===== src/rtl/dmem_bus_ctrl_if.sv =====
// Memory-side bus between dmem_bus_ctrl and a 32-bit req/ack memory.
// The controller is the master; the memory model is the slave.
interface dmem_bus_ctrl_if #(
  parameter int AW = 32
);
  logic          mem_req;
  logic          mem_we;
  logic [AW-1:0] mem_addr;
  logic [3:0]    mem_be;
  logic [31:0]   mem_wdata;
  logic [31:0]   mem_rdata;
  logic          mem_ack;

  modport master (
    output mem_req, mem_we, mem_addr, mem_be, mem_wdata,
    input  mem_rdata, mem_ack
  );

  modport slave (
    input  mem_req, mem_we, mem_addr, mem_be, mem_wdata,
    output mem_rdata, mem_ack
  );
endinterface


===== src/rtl/dmem_bus_ctrl.sv =====
// Splits one 64-bit core data access into one or two 32-bit req/ack bus beats,
// stalling the core via dataabort until the access is complete.
module dmem_bus_ctrl #(
  parameter int N       = 64,
  parameter int AW      = 32,
  parameter int TIMEOUT = 255
) (
  input  logic          clk,
  input  logic          reset,
  input  logic          datareq,
  input  logic [N-1:0]  dataadr,
  input  logic [N-1:0]  writedata,
  input  logic [1:0]    memwriteM,
  output logic [N-1:0]  readdata,
  output logic          dataabort,
  output logic          bus_err,
  output logic          align_err,
  dmem_bus_ctrl_if.master bus
);

  localparam int CW = $clog2(TIMEOUT + 1);

  typedef enum logic [1:0] {IDLE, BEAT0, BEAT1, DONE} state_t;

  state_t         state, state_next;
  logic [AW-1:0]  adr_q;
  logic [N-1:0]   wdata_q;
  logic [1:0]     type_q;
  logic [CW-1:0]  wait_cnt;
  logic           in_beat;
  logic           two_beat;
  logic           timed_out;
  logic           misaligned;
  logic           unused_adr;

  assign unused_adr = ^dataadr[N-1:AW];

  assign in_beat    = (state == BEAT0) || (state == BEAT1);
  assign two_beat   = (type_q == 2'b00) || (type_q == 2'b11);
  assign timed_out  = (wait_cnt == CW'(TIMEOUT - 1));
  // Reads are force-aligned, so only word and doubleword stores can be misaligned.
  assign misaligned = ((memwriteM == 2'b11) && (dataadr[2:0] != 3'b000)) ||
                      ((memwriteM == 2'b01) && (dataadr[1:0] != 2'b00));

  always_ff @(posedge clk or negedge reset) begin
    if (!reset) state <= IDLE;
    else        state <= state_next;
  end

  always_comb begin
    state_next = state;
    case (state)
      IDLE:  if (datareq) state_next = misaligned ? DONE : BEAT0;
      BEAT0: begin
        if (bus.mem_ack)    state_next = two_beat ? BEAT1 : DONE;
        else if (timed_out) state_next = DONE;
      end
      BEAT1: if (bus.mem_ack || timed_out) state_next = DONE;
      DONE:  state_next = IDLE;
      default: state_next = IDLE;
    endcase
  end

  // Bus signals are decoded from the latched access, so they stay stable through waits.
  always_comb begin
    bus.mem_req   = 1'b0;
    bus.mem_we    = 1'b0;
    bus.mem_addr  = '0;
    bus.mem_be    = 4'h0;
    bus.mem_wdata = 32'h0;
    dataabort     = reset && ((datareq && (state == IDLE)) || in_beat);
    if (in_beat) begin
      bus.mem_req = 1'b1;
      bus.mem_we  = (type_q != 2'b00);
      case (type_q)
        2'b01: begin
          bus.mem_addr  = {adr_q[AW-1:2], 2'b00};
          bus.mem_be    = 4'hF;
          bus.mem_wdata = wdata_q[31:0];
        end
        2'b10: begin
          bus.mem_addr  = {adr_q[AW-1:2], 2'b00};
          bus.mem_be    = 4'b0001 << adr_q[1:0];
          bus.mem_wdata = {4{wdata_q[7:0]}};
        end
        default: begin
          bus.mem_addr = {adr_q[AW-1:3], (state == BEAT1), 2'b00};
          bus.mem_be   = 4'hF;
          if (type_q == 2'b11)
            bus.mem_wdata = (state == BEAT1) ? wdata_q[63:32] : wdata_q[31:0];
        end
      endcase
    end
  end

  // readdata is cleared at acceptance so aborted or skipped lanes read back as zero.
  always_ff @(posedge clk or negedge reset) begin
    if (!reset) begin
      adr_q     <= '0;
      wdata_q   <= '0;
      type_q    <= 2'b00;
      wait_cnt  <= '0;
      readdata  <= '0;
      bus_err   <= 1'b0;
      align_err <= 1'b0;
    end else begin
      case (state)
        IDLE: begin
          if (datareq) begin
            adr_q    <= dataadr[AW-1:0];
            wdata_q  <= writedata;
            type_q   <= memwriteM;
            wait_cnt <= '0;
            readdata <= '0;
            if (misaligned) align_err <= 1'b1;
          end
        end
        BEAT0, BEAT1: begin
          if (bus.mem_ack) begin
            wait_cnt <= '0;
            if (type_q == 2'b00) begin
              if (state == BEAT0) readdata[31:0]  <= bus.mem_rdata;
              else                readdata[63:32] <= bus.mem_rdata;
            end
          end else if (timed_out) begin
            wait_cnt <= '0;
            bus_err  <= 1'b1;
          end else begin
            wait_cnt <= wait_cnt + 1'b1;
          end
        end
        default: wait_cnt <= '0;
      endcase
    end
  end

endmodule

===== src/flat_wrapper.sv =====
// flat-port wrapper written by rule: the top's interface ports become plain ports
module dmem_bus_ctrl_flat 
#(
  parameter int N       = 64,
  parameter int AW      = 32,
  parameter int TIMEOUT = 255
)
  (clk, reset, datareq, dataadr, writedata, memwriteM, readdata, dataabort, bus_err, align_err, bus_mem_req, bus_mem_we, bus_mem_addr, bus_mem_be, bus_mem_wdata, bus_mem_rdata, bus_mem_ack);
  dmem_bus_ctrl_if #(.AW(AW)) bus_i ();
  input  logic clk;
  input  logic reset;
  input  logic datareq;
  input  logic [N-1:0] dataadr;
  input  logic [N-1:0] writedata;
  input  logic [1:0] memwriteM;
  output logic [N-1:0] readdata;
  output logic dataabort;
  output logic bus_err;
  output logic align_err;
  output wire logic [$bits(bus_i.mem_req)-1:0] bus_mem_req;
  output wire logic [$bits(bus_i.mem_we)-1:0] bus_mem_we;
  output wire logic [$bits(bus_i.mem_addr)-1:0] bus_mem_addr;
  output wire logic [$bits(bus_i.mem_be)-1:0] bus_mem_be;
  output wire logic [$bits(bus_i.mem_wdata)-1:0] bus_mem_wdata;
  input wire logic [$bits(bus_i.mem_rdata)-1:0] bus_mem_rdata;
  input wire logic [$bits(bus_i.mem_ack)-1:0] bus_mem_ack;
  assign bus_mem_req = bus_i.mem_req;
  assign bus_mem_we = bus_i.mem_we;
  assign bus_mem_addr = bus_i.mem_addr;
  assign bus_mem_be = bus_i.mem_be;
  assign bus_mem_wdata = bus_i.mem_wdata;
  assign bus_i.mem_rdata = bus_mem_rdata;
  assign bus_i.mem_ack = bus_mem_ack;
  dmem_bus_ctrl #(.N(N), .AW(AW), .TIMEOUT(TIMEOUT)) u_core (.clk(clk), .reset(reset), .datareq(datareq), .dataadr(dataadr), .writedata(writedata), .memwriteM(memwriteM), .readdata(readdata), .dataabort(dataabort), .bus_err(bus_err), .align_err(align_err), .bus(bus_i));
endmodule

===== config.mk =====
export PLATFORM = sky130hd
export DESIGN_NAME = dmem_bus_ctrl_flat
export DESIGN_NICKNAME = d
export VERILOG_FILES = /design/src/rtl/dmem_bus_ctrl_if.sv /design/src/rtl/dmem_bus_ctrl.sv /design/src/flat_wrapper.sv
export SDC_FILE = /design/constraint.sdc
export NUM_CORES = 1
export LEC_CHECK = 0
export ABC_AREA = 1
export CORE_MARGIN = 4
export CORE_UTILIZATION = 30
export CTS_BUF_LIST = sky130_fd_sc_hd__clkbuf_8
export CTS_CLUSTER_DIAMETER = 80
export CTS_CLUSTER_SIZE = 40
export DETAILED_ROUTE_END_ITERATION = 6
export HOLD_SLACK_MARGIN = 0.08
export PLACE_DENSITY = 0.65
export SYNTH_ARGS = -nofsm -noshare
export SYNTH_HDL_FRONTEND = slang
export SYNTH_SLANG_ARGS = --single-unit

===== constraint.sdc =====
create_clock -name clk -period 2 [get_ports clk]
set_input_delay 0.6 -clock clk [delete_from_list [all_inputs] [get_ports clk]]
set_output_delay 0.6 -clock clk [all_outputs]
set_load 0.01 [all_outputs]

==> metrics <==
outcome=finished with violations; failing checks=negative setup slack; initial antenna violation count=3; Vias per Instance=4.695; post-layout net count=1696; Crit-path slowest cell=dfrtp_1; Vias=8981; Critical Path Sink Type=output pin; share of layout cells above drive strength 1=0.3022; synthesized area=0.008583 mm2; Tightest Pin Transition=0.7987 ns; Bufs on Longest Clock Path=2; min-delay worst type=primary input to async pin; Unique masters post-synth=30; flip-flop and latch area=0.004354 mm2; post-synthesis mux area share=0; wire per inst=16.64 um; Yosys warnings=0; RSZ-0062 raised after global routing=true; r2r startpoint=u_core.state[0]; Reg2Reg Setup Slack=-0.27 ns; critical path type=flop to output pin; vias in the first global route=9029; Worst setup SP type=flop; Power per Cell Area=2058 mW/mm2; Clk Latency, worst-skew pair=0.47 ns; crit path from=u_core.type_q[1]; FF+latch count, synth=174; post-synth top area share=0.5073; Hold WS=0.2225 ns; sequential share of the synthesized area=0.5073; combinational family with the most area after synthesis=simple AND/OR/NAND/NOR gates; Final Cycle Share=1.318; max-cap violations=0; DIE WIDTH=177.1 um; Synth Area in Compound Gates=0.09475; fin worst setup slack=-0.6364 ns; GR Util All Layers=0.1920; initial core utilization=0.3064; fin cells=1913; Final setup viols=133; CP bufs+invs=4; CP delay by family, top=buffers and inverters; CP Cell Sequence=inv_2, ha_4, inv_4, nand2_4, buf_8, a21oi_2, nor3_2, buf_2; row count=61; pin count of the biggest net entering global routing=118; initial drt markers=614; CTS Hold Bufs=0; synthesis-to-finish area growth=68.03%; CP max stage delay=0.42 ns; Die H=177.1 um; Slew HR=0.4676; Slew Limit Fails=0; Period minus WS final=2.636 ns; CP arrival=2.04 ns; WL final=31.83 mm; Avg Cell Area, Syn=7.355 um2; GPL Wtd Cong=0.9150; input/output buffers=268; post-route ant nets=0; leak pwr=8.077 nW; Num CTS Buffers=17; drt pass-1 iters=5; die area=0.03138 mm2; Post-Synth Simple-Gate Area=0.3025; Synth area leader=dfrtp_1; Core Region=0.02801 mm2; worst vdd ir=0.9773 mV; CTS tree=done; FMAX=0.3793 GHz; global route overflow=0; cell total after placement=1814; first-pass GRT wire length=48.07 mm; CP max FO=6; Post-Synth Adder-Cell Area=0.01603; area of the multi-input gates=0.004524 mm2; drt drc=0; dpl hpwl=20.17 mm; Post-Synth XOR/XNOR Area=0.001020; clk_skew=0.01970 ns; CTS Sinks=174; critical path data required time=1.40 ns; num ports=303; CTS HTree Levels=4; top cells by area, synth=dfrtp_1 51%, nand2_1 24%, nor2_1 3.6%; Syn Inst Count=1167; Worst-path clk slew=0.11 ns; root buf cell=clkbuf_8; Fin. Hold Viols=0; Fill cells=2578
==> flip-flops by register name, indices dropped and copies added, names as in the netlist <==
name and flops:
u_core.type_q 2, u_core.readdata 64, u_core.state 2, u_core.wdata_q 64, u_core.align_err 1, u_core.wait_cnt 8
u_core.adr_q 32, u_core.bus_err 1
==> path summary, 6_finish.rpt <==
path | to | depth (start not counted)
hold reg to reg | u_core.align_err | 1
setup reg to reg | u_core.readdata[16] | 13
min in group clk | u_core.align_err | 1
hold / removal | u_core.readdata[61] | 3
setup / recovery | bus_mem_wdata[27] | 8
max in group asynchronous | u_core.wdata_q[37] | 3
==> per-layer routing <==
metal	global-route usage	vias to the layer above	part of all wire
li1	-	4314	-
met1	0.2483	4209	0.41
met4	0.06351	4	0.032
met2	0.3092	390	0.47
met5	0	-	0.00075
met3	0.05725	64	0.089
==> cell type report <==
type / count / area share
Timing Repair Buffer: 399 / 0.2986
Antenna cell: 3 / 0.0005205
Clock inverter: 14 / 0.01197
Clock buffer: 18 / 0.01718
Inverter: 83 / 0.02282
Tap cell: 378 / 0.03279
Timing Repair inverter: 1 / 0.0005205
Sequential cell: 174 / 0.3019
Multi-Input combinational cell: 843 / 0.3137
==> placed cells by master (no fill, tap or decap), drive strengths merged <==
| master | n |
|---|---|
| conb | 2 |
| clkbuf | 24 |
| a31o | 1 |
| a21oi | 41 |
| o21ai | 110 |
| dlygate4sd2 | 13 |
| ha | 11 |
| bufinv | 1 |
| diode | 3 |
| buf | 195 |
| nor2 | 86 |
| clkinv | 7 |
| dlymetal6s2s | 49 |
| inv | 87 |
| a21boi | 1 |
| and2 | 4 |
| or2 | 1 |
| clkinvlp | 3 |
| nor3 | 16 |
| clkdlybuf4s50 | 136 |
| nand2 | 551 |
| dfrtp | 174 |
| o21bai | 3 |
| xor2 | 1 |
| nand4 | 3 |
| nand3 | 12 |
==> synthesized netlist by cell type <==
master    count
nand3_1      11
clkbuf_1     25
inv_1        81
a31o_2        1
o21bai_4      1
o21ai_0      48
or2_1         1
nand2_2       1
buf_1         2
o21bai_1      2
a21boi_0      1
dfrtp_1     174
inv_2         2
clkbuf_2      3
nand2_1     550
and2_1        4
nor3_1       16
buf_2        28
conb_1        1
nand3_2       1
xor2_1        1
a21oi_1      39
o21ai_1      62
a21oi_2       2
buf_6         7
nor2_2        3
nor2_1       83
buf_4         3
ha_1         11
nand4_1       3
==> worst min-delay path: cells and delay by family <==
kind,cells,cell delay [ns]
buffers and inverters,3,0.55
==> power by group <==
| group | internal, W | switching (W) | leakage, nW | total, W |
|---|---|---|---|---|
| clock | 0.00109 | 0.00154 | 0.208 | 0.00264 |
| combinational | 0.00979 | 0.0111 | 5.65 | 0.0209 |
| sequential | 0.00497 | 0.00117 | 2.22 | 0.00614 |
==> timing repair <==
action / 4_1_cts / 5_1_grt
setup buffers: 32 / 20
pin swaps: 21 / 30
cloned: 8 / 5
endpoints found under the setup margin: 254 / 207
gates resized for setup: 412 / 300
==> cell families after synthesis <==
group,count (synthesis)
xor gates and xnor gates,1
AOI/OAI and AO/OA,156
and+or+nand+nor,673
other,1
adders and majority gates,11
buffers and inverters,151
DFF,174
==> per-stage QoR <==
stage	TNS (ns)	worst slack, ns	power (W)	instance area [um2]	util
2_1_floorplan	-0.1373	-0.03109	0.01370	8736	-
3_3_place_gp	-79.09	-0.6058	0.02035	12200	0.4354
3_5_place_dp	-84.52	-0.6267	0.02047	12200	0.4354
4_1_cts	-50.77	-0.6427	0.02605	13290	0.4743
5_1_grt	-60.05	-0.7375	0.03173	14420	0.5147
6_report	-48.54	-0.6364	0.02969	14420	0.5149
Note: power is estimated with default switching activity, not from simulation.
==> edit 1, RTL diff (config.mk and constraints unchanged) <==
Encoding of `state_t`: now one-hot (4 bits for 4 states).
--- a/src/rtl/dmem_bus_ctrl.sv
+++ b/src/rtl/dmem_bus_ctrl.sv
@@ -20,7 +20,7 @@
 
   localparam int CW = $clog2(TIMEOUT + 1);
 
-  typedef enum logic [1:0] {IDLE, BEAT0, BEAT1, DONE} state_t;
+  typedef enum logic [3:0] {IDLE = 4'b0001, BEAT0 = 4'b0010, BEAT1 = 4'b0100, DONE = 4'b1000} state_t;
 
   state_t         state, state_next;
   logic [AW-1:0]  adr_q;
Function: same outputs for any inputs over 4 cycles, from zero or initial values and one cycle with reset low; so few cycles prove little.
==> edit 1 against the unedited design <==
  * Area after synthesis grew 2.1%
  * Routed wire length grew 4.2%
  * Highest routed layer is now met4
  * Design area grew 2.3%
  * Final cell count is essentially flat
  * Largest cell class is now buffers
  * Largest power group unchanged
  * Total power shrank 30%
  * Sequential cell count grew 2
  * The flow still finishes with violations (setup timing)
  * Register-to-register slack gained 140 ps
  * Setup slack lost 97 ps
==> edit 1: results (changes against the unedited design) <==
stage,metric,value,unit,change
grt,initial antenna violation count,1,,-2
clocking,# Post-CTS Setup Buffers,33,,+3.1%
synth,Synth cell types,32,,+6.7%
timing,setup tns final,-43210,ps,+5327 ps
grt,met1 Use GR,25.10,%,+0.27 points
worst_setup_path,Critical R2R Capture,u_core.state[1]$_DFFE_PN0P_,,
synth,top post-synthesis cells by area,"dfrtp_1 (50%), nand2_1 (15%), o21ai_0 (12%)",,
timing,hold_ws,482.8,ps,+260.3 ps
cells_and_area,fraction of area in registers,29.86,%,-0.33 points
drt,Met1 Wirelength,13.90,mm,+6.5%
cells_and_area,clock-cell share of area,2.773,%,-0.14 points
cells_and_area,nets@finish,1689,,-0.41%
status,outcome,"finished, violations left",,
timing,Relative slew margins,47.86,%,+1.1 points
worst_setup_path,CP peak stage delay,400,ps,-20 ps
cells_and_area,final cell count without fillers,1914,,+0.052%
cells_and_area,inverter count,154,,+83%
power_and_ir_drop,LEAKAGE,7.246,nW,-10%
status,failing checks,setup timing,,
worst_setup_path,CP Capture Point,bus_mem_wdata[23],,
grt,vias in the first global route,8613,,-4.6%
timing,min setup slack post-route,-733.3,ps,-96.92 ps
cells_and_area,Multi-input gate area,4394,um2,-2.9%
grt,met2 GRT Util,30.18,%,-0.75 points
cells_and_area,multi-input gate count,743,,-12%
drt,Post-Route WL,33.19,mm,+4.2%
placement,HPWL Detailed,20.83,mm,+3.3%
cells_and_area,# fillers,2604,,+1.0%
timing,Layout Skew,23.06,ps,+3.352 ps
grt,first-pass GRT wire length,47.62,mm,-0.93%
cells_and_area,share of cells above drive strength 1,30.41,%,+0.19 points
timing,final setup fails,124,,-6.8%
## edit 1: cell count changes after synthesis, moves of 6 or more
cell,unedited run,this run
nand2_1,550,344
o21ai_0,48,202
inv_1,81,148
o21ai_1,62,0
nand3_1,11,40
nor2_1,83,63
nor2_4,0,18
nor3_1,16,0
a21oi_1,39,45
## edit 1: kinds of logic (layout without fill, tap and decap cells)
logic type / after synthesis / count (layout) / synth area share, %
XOR/XNOR: 3 / 3 / 0.3000
AO/OA/AOI/OAI: 253 / 253 / 14.64
adder cells (fa/ha/maj): 6 / 6 / 0.8569
buffers and inverters: 222 / 610 / 10.68
other: 1 / 3 / 0.04280
multiplexers: 1 / 1 / 0.1285
flip-flops: 176 / 176 / 50.29
AND/OR/NAND/NOR: 478 / 478 / 23.06
## edit 1: power breakdown
group,switching (W),internal [W],total [W]
Combinational,0.00714,0.00537,0.0125
Sequential,0.000628,0.00489,0.00552
Clock,0.00153,0.00116,0.00269
Total,0.00930,0.0114,0.0207
==> edit 2, RTL diff (config.mk and constraints unchanged) <==
Without the edit above. `AW` is set to 32 in 3 places; all go to 48.
--- a/src/rtl/dmem_bus_ctrl_if.sv
+++ b/src/rtl/dmem_bus_ctrl_if.sv
@@ -1,7 +1,7 @@
 // Memory-side bus between dmem_bus_ctrl and a 32-bit req/ack memory.
 // The controller is the master; the memory model is the slave.
 interface dmem_bus_ctrl_if #(
-  parameter int AW = 32
+  parameter int AW = 48
 );
   logic          mem_req;
   logic          mem_we;
--- a/src/rtl/dmem_bus_ctrl.sv
+++ b/src/rtl/dmem_bus_ctrl.sv
@@ -2,7 +2,7 @@
 // stalling the core via dataabort until the access is complete.
 module dmem_bus_ctrl #(
   parameter int N       = 64,
-  parameter int AW      = 32,
+  parameter int AW      = 48,
   parameter int TIMEOUT = 255
 ) (
   input  logic          clk,
--- a/src/flat_wrapper.sv
+++ b/src/flat_wrapper.sv
@@ -2,7 +2,7 @@
 module dmem_bus_ctrl_flat 
 #(
   parameter int N       = 64,
-  parameter int AW      = 32,
+  parameter int AW      = 48,
   parameter int TIMEOUT = 255
 )
   (clk, reset, datareq, dataadr, writedata, memwriteM, readdata, dataabort, bus_err, align_err, bus_mem_req, bus_mem_we, bus_mem_addr, bus_mem_be, bus_mem_wdata, bus_mem_rdata, bus_mem_ack);
Interface: changed (resized bus_mem_addr); port bits go from 303 to 319. No check against the original RTL was run, so the function may have changed too.
==> edit 2 against the unedited design <==
  * The run still ends with setup timing left
  * Die area rose by 7.9%
  * Non-clock buffer count grew 46
  * Area after synthesis increased by 8.3%
  * Routed wire length grew 13%
  * Setup slack improved by 0.52 ps
  * First-iteration DRC count grew 2.0%
  * Sequential cell count grew 16
  * Total power grew 11%
  * Clock power is 3% lower
  * Sequential power is 9.4% higher
  * Design area rose by 9.4%
  * Largest power group unchanged
==> edit 2: results (changes against the unedited design) <==
stage,metric,value,unit,change
status,outcome,"finished, violations left",,
status,failing checks,setup timing,,
synth,Syn Area/Cell,7.278,um2,-1.0%
drt,met2 routed WL,17.85,mm,+20%
worst_setup_path,Critical Path Slowest Stage Cell,dfrtp_1,,
grt,met2 GRT Util,33.19,%,+2.3 points
clocking,clock buffer depth,2,,unchanged
grt,vias in the first global route,9795,,+8.5%
placement,gpl congestion,0.8622,,-5.8%
clocking,CTS buffer count,17,,unchanged
min_path,Worst Hold Class,input port to asynchronous set/reset pin,,
drt,total vias in the final route,9849,,+9.7%
timing,Layout Skew,19.70,ps,-0.008800 ps
worst_setup_path,critical-path maximum fanout,8,,+2
drt,uppermost routed layer,met5,,
timing,final setup fails,150,,+13%
power_and_ir_drop,Switch Pwr,0.01535,W,+11%
placement,DP Cell Count,1976,,+8.9%
cells_and_area,# fillers,2842,,+10%
power_and_ir_drop,Seq pwr share,20.5,%,-0.2 points
synth,Most used DFF post-synth,dfrtp_1,,
synth,synth cell count leaders,"nand2_1 (624), dfrtp_1 (190), inv_1 (95), nor2_1 (79), o21ai_1 (75)",,
power_and_ir_drop,Peak supply drop,976.4,uV,about the same
grt,gr usage total,20.27,%,+1.1 points
synth,Synth cell types,27,,-10%
placement,pre-CTS WS,-553.7,ps,+72.97 ps
timing,Relative slew margins,49.56,%,+2.8 points
power_and_ir_drop,Flop+latch power,0.00672,W,+9.4%
synth,yosys synthesis warning count,0,,unchanged
synth,top post-synthesis cells by area,"dfrtp_1 (51%), nand2_1 (25%), o21ai_1 (4.0%)",,
drt,drt first pass iters,5,,unchanged
worst_setup_path,"reg-to-reg slack, setup",-270,ps,about the same
grt,pin count of the biggest net entering global routing,136,,+15%
placement,HPWL Detailed,22.32,mm,+11%
clocking,CTS-repair resized insts,662,,+61%
worst_setup_path,CP peak stage delay,380,ps,-40 ps
cells_and_area,nets@finish,1843,,+8.7%
clocking,# Post-CTS Setup Buffers,50,,+56%
timing,min setup slack post-route,-635.9,ps,+0.5250 ps
timing,hold_ws,404.5,ps,+181.9 ps
drt,DR WL met3,2.455,mm,-13%
cells_and_area,share of cells above drive strength 1,33.41,%,+3.2 points
timing,setup tns final,-60570,ps,-12030 ps
power_and_ir_drop,LEAKAGE,8.587,nW,+6.3%
cells_and_area,biggest regs,"u_core.readdata (64), u_core.wdata_q (64), u_core.adr_q (48)",,
drt,DR iter-0 viols,626,,+2.0%
clocking,H-tree depth,4,,unchanged
clocking,CTS root buffer,clkbuf_8,,
grt,first-pass GRT wire length,54.12,mm,+13%
grt,met1 Use GR,26.21,%,+1.4 points
power_and_ir_drop,Clock Power Share,7.8,%,-1.1 points
clocking,clk slew on worst S/H paths,120,ps,
drt,via/cell ratio,4.742,,+1.0%
drt,WL per Instance,17.32,um,+4.1%
drt,Met1 Wirelength,14.69,mm,+13%
grt,GRT met3 Usage,4.749,%,-0.98 points
placement,PortBufs,300,,+12%
worst_setup_path,arrival time worst endpoint,2040,ps,about the same
synth,post-synthesis sequential area ratio,51.16,%,+0.43 points
clocking,Clock Latency Late Sink,490,ps,+20 ps
[edit 2: path summary, 6_finish.rpt]
| path | from | endpoint | cells after the start |
|---|---|---|---|
| max in group asynchronous | reset | u_core.adr_q[17]$_DFFE_PN0P_ | 3 |
| min in group clk | u_core.readdata[2]$_DFFE_PN0P_ | u_core.readdata[2]$_DFFE_PN0P_ | 2 |
| hold reg to reg | u_core.readdata[2]$_DFFE_PN0P_ | u_core.readdata[2]$_DFFE_PN0P_ | 2 |
| setup reg to reg | u_core.state[1]$_DFFE_PN0P_ | u_core.readdata[6]$_DFFE_PN0P_ | 15 |
| hold / removal | reset | u_core.type_q[1]$_DFFE_PN0P_ | 3 |
| setup / recovery | u_core.state[0]$_DFFE_PN0P_ | bus_mem_wdata[1] | 10 |
[edit 2: final cells by class]
type / count / share of cell area (%)
tap: 396 / 3.139
inverter: 97 / 2.418
sequential: 190 / 30.13
antenna: 2 / 0.03171
clock buffer: 18 / 1.570
clock inverter: 14 / 0.7928
multi-input combinational: 915 / 31.43
timing repair buffer: 445 / 30.49
[edit 2: logic make-up after synthesis]
logic type / synth area share (%)
and+or+nand+nor: 29.47
DFF: 51.16
AOI/OAI and AO/OA: 9.882
buffers and inverters: 7.687
adders and majority gates: 1.481
xor gates and xnor gates: 0.2828
other: 0.04035
[edit 2: worst max-delay path, delay by kind of cell, from the launching register on]
family | cells | cell delay [ps]
AND/OR/NAND/NOR | 3 | 270
AO/OA/AOI/OAI | 1 | 120
buffers and inverters | 5 | 570
flip-flops | 1 | 380
adder cells (fa/ha/maj) | 1 | 210
[edit 2: stage by stage]
stage                     instance area (um2)  util [%]
after floorplan                          9389         -
after global placement                  13330     43.56
after detailed placement                13330     43.56
after CTS                               14910     48.75
after global routing                    15780     51.60
final                                   15780     51.60
